<file path="config.mk">
export PLATFORM = sky130hd
export DESIGN_NAME = reg_file
export DESIGN_NICKNAME = d
export VERILOG_FILES = /design/src/rtl/reg_file.sv
export SDC_FILE = /design/constraint.sdc
export NUM_CORES = 2
export LEC_CHECK = 0
export ABC_AREA = 0
export CORE_AREA = 8 8 295 297
export CTS_CLUSTER_DIAMETER = 30
export DETAILED_ROUTE_END_ITERATION = 10
export DIE_AREA = 0 0 303 305
export GPL_TIMING_DRIVEN = 0
export PLACE_DENSITY = 0.89
export SLEW_MARGIN = 40
export SYNTH_ARGS = -nofsm -noshare
export SYNTH_HDL_FRONTEND = slang
export SYNTH_SLANG_ARGS = --single-unit
</file>
<file path="constraint.sdc">
create_clock -name clk -period 115.4 [get_ports clk]
set_input_delay 34.62 -clock clk [delete_from_list [all_inputs] [get_ports clk]]
set_output_delay 34.62 -clock clk [all_outputs]
set_load 0.05 [all_outputs]
</file>
<file path="src/rtl/reg_file.sv">
// Two-read/one-write register file with same-cycle write forwarding and a
// per-register busy scoreboard for outstanding loads. Register 0 reads as zero.
module reg_file #(
  parameter int unsigned DATA_WIDTH = 32,
  parameter int unsigned ADDR_WIDTH = 5
) (
  input  logic                  clk,
  input  logic                  reset,
  input  logic                  we,
  input  logic [ADDR_WIDTH-1:0] wa,
  input  logic [DATA_WIDTH-1:0] wd,
  input  logic [ADDR_WIDTH-1:0] ra1,
  input  logic [ADDR_WIDTH-1:0] ra2,
  output logic [DATA_WIDTH-1:0] rd1,
  output logic [DATA_WIDTH-1:0] rd2,
  input  logic                  set_busy,
  input  logic [ADDR_WIDTH-1:0] busy_addr,
  output logic                  busy1,
  output logic                  busy2
);

  localparam int unsigned DEPTH = 2 ** ADDR_WIDTH;

  logic [DATA_WIDTH-1:0] regs_q [DEPTH];
  logic [DEPTH-1:0]      busy_q;
  logic [DEPTH-1:0]      busy_d;
  logic                  wr_en;
  logic                  set_en;

  assign wr_en  = we && (wa != '0);
  assign set_en = set_busy && (busy_addr != '0);

  // A retiring write clears busy, but a load issued on the same edge re-arms it
  always_comb begin
    busy_d = busy_q;
    if (wr_en) begin
      busy_d[wa] = 1'b0;
    end
    if (set_en) begin
      busy_d[busy_addr] = 1'b1;
    end
  end

  always_ff @(posedge clk or posedge reset) begin
    if (reset) begin
      for (int i = 0; i < int'(DEPTH); i++) begin
        regs_q[i] <= '0;
      end
      busy_q <= '0;
    end else begin
      if (wr_en) begin
        regs_q[wa] <= wd;
      end
      busy_q <= busy_d;
    end
  end

  // Forwarding and stall-release both key off a write retiring this cycle
  always_comb begin
    rd1   = '0;
    rd2   = '0;
    busy1 = 1'b0;
    busy2 = 1'b0;
    if (!reset) begin
      if (ra1 != '0) begin
        rd1   = (wr_en && (wa == ra1)) ? wd : regs_q[ra1];
        busy1 = busy_q[ra1] && !(we && (wa == ra1));
      end
      if (ra2 != '0) begin
        rd2   = (wr_en && (wa == ra2)) ? wd : regs_q[ra2];
        busy2 = busy_q[ra2] && !(we && (wa == ra2));
      end
    end
  end

endmodule

</file>
==> results.md <==
* Detailed router's first-iteration violation count at 7598
* Hold Startpoint: regs_q[1015]
* Arrival time of the worst setup path at 39510 ps
* Worst-case headroom to the max-slew limit at 0.314
* Routed wire per std cell at 41.5 µm
* Period utilization at 0.642
* Dominant cells by area after synthesis: sky130_fd_sc_hd__dfrtp_1 48%, sky130_fd_sc_hd__mux4_2 22%, sky130_fd_sc_hd__mux2_2 20%
* Reg clk slew, reported paths at 40 ps
* Horiz. Die Dim at 303 µm
* Yosys cell types at 39
* Largest net degree at the start of global routing at 80
* Count of mapped cells out of synthesis at 3673
* Dominant register cell in the synthesized netlist: sky130_fd_sc_hd__dfrtp_1
* DRT Pass-1 Iters at 9
* Share of the synthesized area in the top cell type at 0.475
* Initial antenna violation count at 13
* DRC Markers at 0
* Critical-path maximum fanout at 10
* First-pass GRT wire length at 308000 µm
* Count of max-cap constraint violations at 0
* # clock sinks at 1056
* Number of global-route vias before repair at 43800
* Worst hold slack at 475 ps
* Instance count along the most critical hold path at 1
* Mean Syn Cell Area at 15.1 µm²
* Cts repair resizes at 0
* Wirelength, routed at 217000 µm
* Chip Height at 305 µm
* Layout Area Growth over Synthesis at 17.9%
* Sum of negative setup slack at 0 ps
* Kind of critical path: in2out
* Number of buffers inserted during clock tree synthesis at 192
* Pint at 968 µW
* Number of H-tree branching levels at 4
* Maximum root-to-sink buffer count at 3
* Placeable core area at 82600 µm²
* Register-to-register setup slack at 114540 ps
* Number of synthesized flops with an enable pin at 0
* Required time of the critical path at 80780 ps
* Post-Syn Nets at 3729
* Combinational Power Share at 0.189
* Pwr dens at 20.7 nW/µm²
* Number of buffer cells added on primary ports at 112
* Number of vias after detailed routing at 42700
* Routability Congestion at 1.07
* Hold violation count in the final report at 0
* Post-layout utilization of the core at 0.793
* Remaining Overflow, GRT at 0
* Register area share after synthesis at 0.475
* Worst Clk Skew at 0 ps
* Standby leakage power at 0.0283 µW
* Tightest Hold Check Type: reg2reg
* Maximum resistive drop on vdd at 0.0175 mV
* Total die area at 92400 µm²
* Switching Share at 0.285
* Yosys warnings at 0
* Worst reg2reg startpoint: regs_q[193]
* Number of ports placed on the die boundary at 122
* Number of slew-limit violations in the final report at 0
* Via/cell ratio at 8.14
* Layout cells sized above 1 at 0.503
* Mapped Area at 55600 µm²
* Setup repair after global routing missed its margin: no
* Combined global-route utilization of all metal layers at 0.471
* Floorplan row count at 106
* Element type at the critical path start: input pin
* Clock latency at the later pin of the worst-skew pair at 780 ps
* HPWL reported at the end of detailed placement at 148000 µm
* Slew at the pin closest to its max-slew limit at 1030 ps
* Fraction of registers with async set/reset at 1.00
* Worst setup path startpoint: ra2[1]
* Result of the run: complete, no violations
* Clock period minus worst slack at 74130 ps
* Cell depth of the worst flop-to-flop path at 1
* Starting Density at 0.673
* Achievable Freq at 13.5 MHz
* Clock Power Share at 0.441
* Category of the worst setup path capture point: output port
* Hold_buf cts at 0
* Root buffer cell: sky130_fd_sc_hd__clkbuf_16
* Setup Viol. Count Final at 0
* CTS tree: done
* Switch Pwr at 386 µW
* Post-CTS Repair Setup Buffers at 0
* Register bit total from synthesis at 1056
* Post-route ant nets at 0
* Seq pwr share at 0.370
* Count of nets after finishing at 4055
* Cell type with the highest aggregate area in the netlist: sky130_fd_sc_hd__dfrtp_1
[placed cells by master, fill, tap and decap left out, types with 9 or more instances in the layout]
master	count
sky130_fd_sc_hd__a21o_1	22
sky130_fd_sc_hd__nor2_1	25
sky130_fd_sc_hd__o22ai_1	103
sky130_fd_sc_hd__a21oi_1	69
sky130_fd_sc_hd__mux2i_1	27
sky130_fd_sc_hd__clkinv_2	30
sky130_fd_sc_hd__dfrtp_1	1056
sky130_fd_sc_hd__clkbuf_1	219
sky130_fd_sc_hd__mux4_2	532
sky130_fd_sc_hd__nor4_1	31
sky130_fd_sc_hd__buf_2	151
sky130_fd_sc_hd__mux2_2	991
sky130_fd_sc_hd__clkbuf_16	199
sky130_fd_sc_hd__clkinvlp_4	22
sky130_fd_sc_hd__clkinv_4	9
sky130_fd_sc_hd__a22o_1	15
sky130_fd_sc_hd__clkdlybuf4s50_1	112
sky130_fd_sc_hd__nand3_1	26
sky130_fd_sc_hd__clkbuf_8	29
sky130_fd_sc_hd__a211o_1	34
sky130_fd_sc_hd__buf_16	18
sky130_fd_sc_hd__inv_6	14
sky130_fd_sc_hd__clkbuf_2	43
sky130_fd_sc_hd__bufinv_16	27
sky130_fd_sc_hd__buf_1	35
sky130_fd_sc_hd__xnor2_1	10
sky130_fd_sc_hd__o21ai_0	28
sky130_fd_sc_hd__a22oi_1	128
sky130_fd_sc_hd__nand2_1	70
[cell type report]
class	instances	area, µm²
Clock buffer	244	5440
Inverter	4	22.5
Timing Repair Buffer	132	1640
Antenna cell	7	17.5
Fill cell	4219	17100
Multi-Input combinational cell	2180	27400
Clock inverter	105	1370
Tap cell	1080	1350
Buffer	433	1870
Sequential cell	1056	26400
[synth_stat cells, drive strengths merged, types with 3 or more instances]
| cell type | instances |
|---|---|
| nand4 | 3 |
| a221o | 8 |
| o21ai | 29 |
| inv | 4 |
| a21o | 22 |
| mux2i | 27 |
| a22o | 15 |
| dfrtp | 1056 |
| nor4 | 35 |
| xnor2 | 10 |
| nor3 | 4 |
| a22oi | 128 |
| mux2 | 992 |
| a211o | 34 |
| a21oi | 69 |
| o22ai | 103 |
| or2 | 7 |
| nand3 | 26 |
| nand2 | 70 |
| nand2b | 6 |
| nor2b | 4 |
| clkbuf | 245 |
| nand4b | 3 |
| mux4 | 532 |
| buf | 188 |
| nor3b | 9 |
| nor2 | 26 |
| nand3b | 7 |
[sequential cells by signal, indices dropped and copies added, names as in the netlist]
| register | cells |
|---|---|
| regs_q | 1024 |
| busy_q | 32 |
[worst paths after layout]
check	to
hold / removal	regs_q[1015]
setup reg to reg	regs_q[193]
max in group asynchronous	regs_q[970]
setup / recovery	rd2[1]
hold reg to reg	regs_q[1015]
min in group asynchronous	busy_q[29]
[worst max-delay path, cell delays in order]
cell,delay [ps]
sky130_fd_sc_hd__clkdlybuf4s50_1,550
sky130_fd_sc_hd__buf_2,500
sky130_fd_sc_hd__buf_2,620
sky130_fd_sc_hd__buf_2,630
sky130_fd_sc_hd__buf_2,550
sky130_fd_sc_hd__mux2i_1,540
sky130_fd_sc_hd__a21oi_1,190
sky130_fd_sc_hd__nand2_1,120
sky130_fd_sc_hd__nand3_1,310
sky130_fd_sc_hd__clkdlybuf4s50_1,830
[metrics by stage]
step	cell area (µm²)	power (µW)	cells	setup slack (ps)
3_5_place_dp	58700	738	4883	41800
5_1_grt	65500	1380	5235	41490
4_1_cts	65500	1330	5232	41790
2_1_floorplan	55600	659	3673	44220
3_3_place_gp	58100	721	4865	39930
6_report	65600	1350	5241	41270
[layer usage]
layer	share of wire	up-vias	wire [µm]	track usage
met5	0.00094	-	204	0
met4	0.094	18	20400	0.338
met3	0.17	1365	37500	0.246
met2	0.42	4703	91800	0.655
met1	0.31	21500	67400	0.559
li1	-	15100	-	-
[cells by family after synthesis]
group                     count (synthesis)  share of synthesized area
AOI/OAI and AO/OA                       413                     0.0506
xor gates and xnor gates                 10                    0.00157
buffers and inverters                   437                     0.0324
DFF                                    1056                      0.475
muxes                                  1551                      0.421
and+or+nand+nor                         206                     0.0190
[power groups by stage]
stage	combinational (µW)	clock, µW	sequential, µW
2_1_floorplan	179	0	480
3_5_place_dp	240	0	498
5_1_grt	261	609	506
4_1_cts	246	591	496
6_report	256	597	501
3_3_place_gp	229	0	492
No activity file was read; power rests on OpenSTA's default activity.
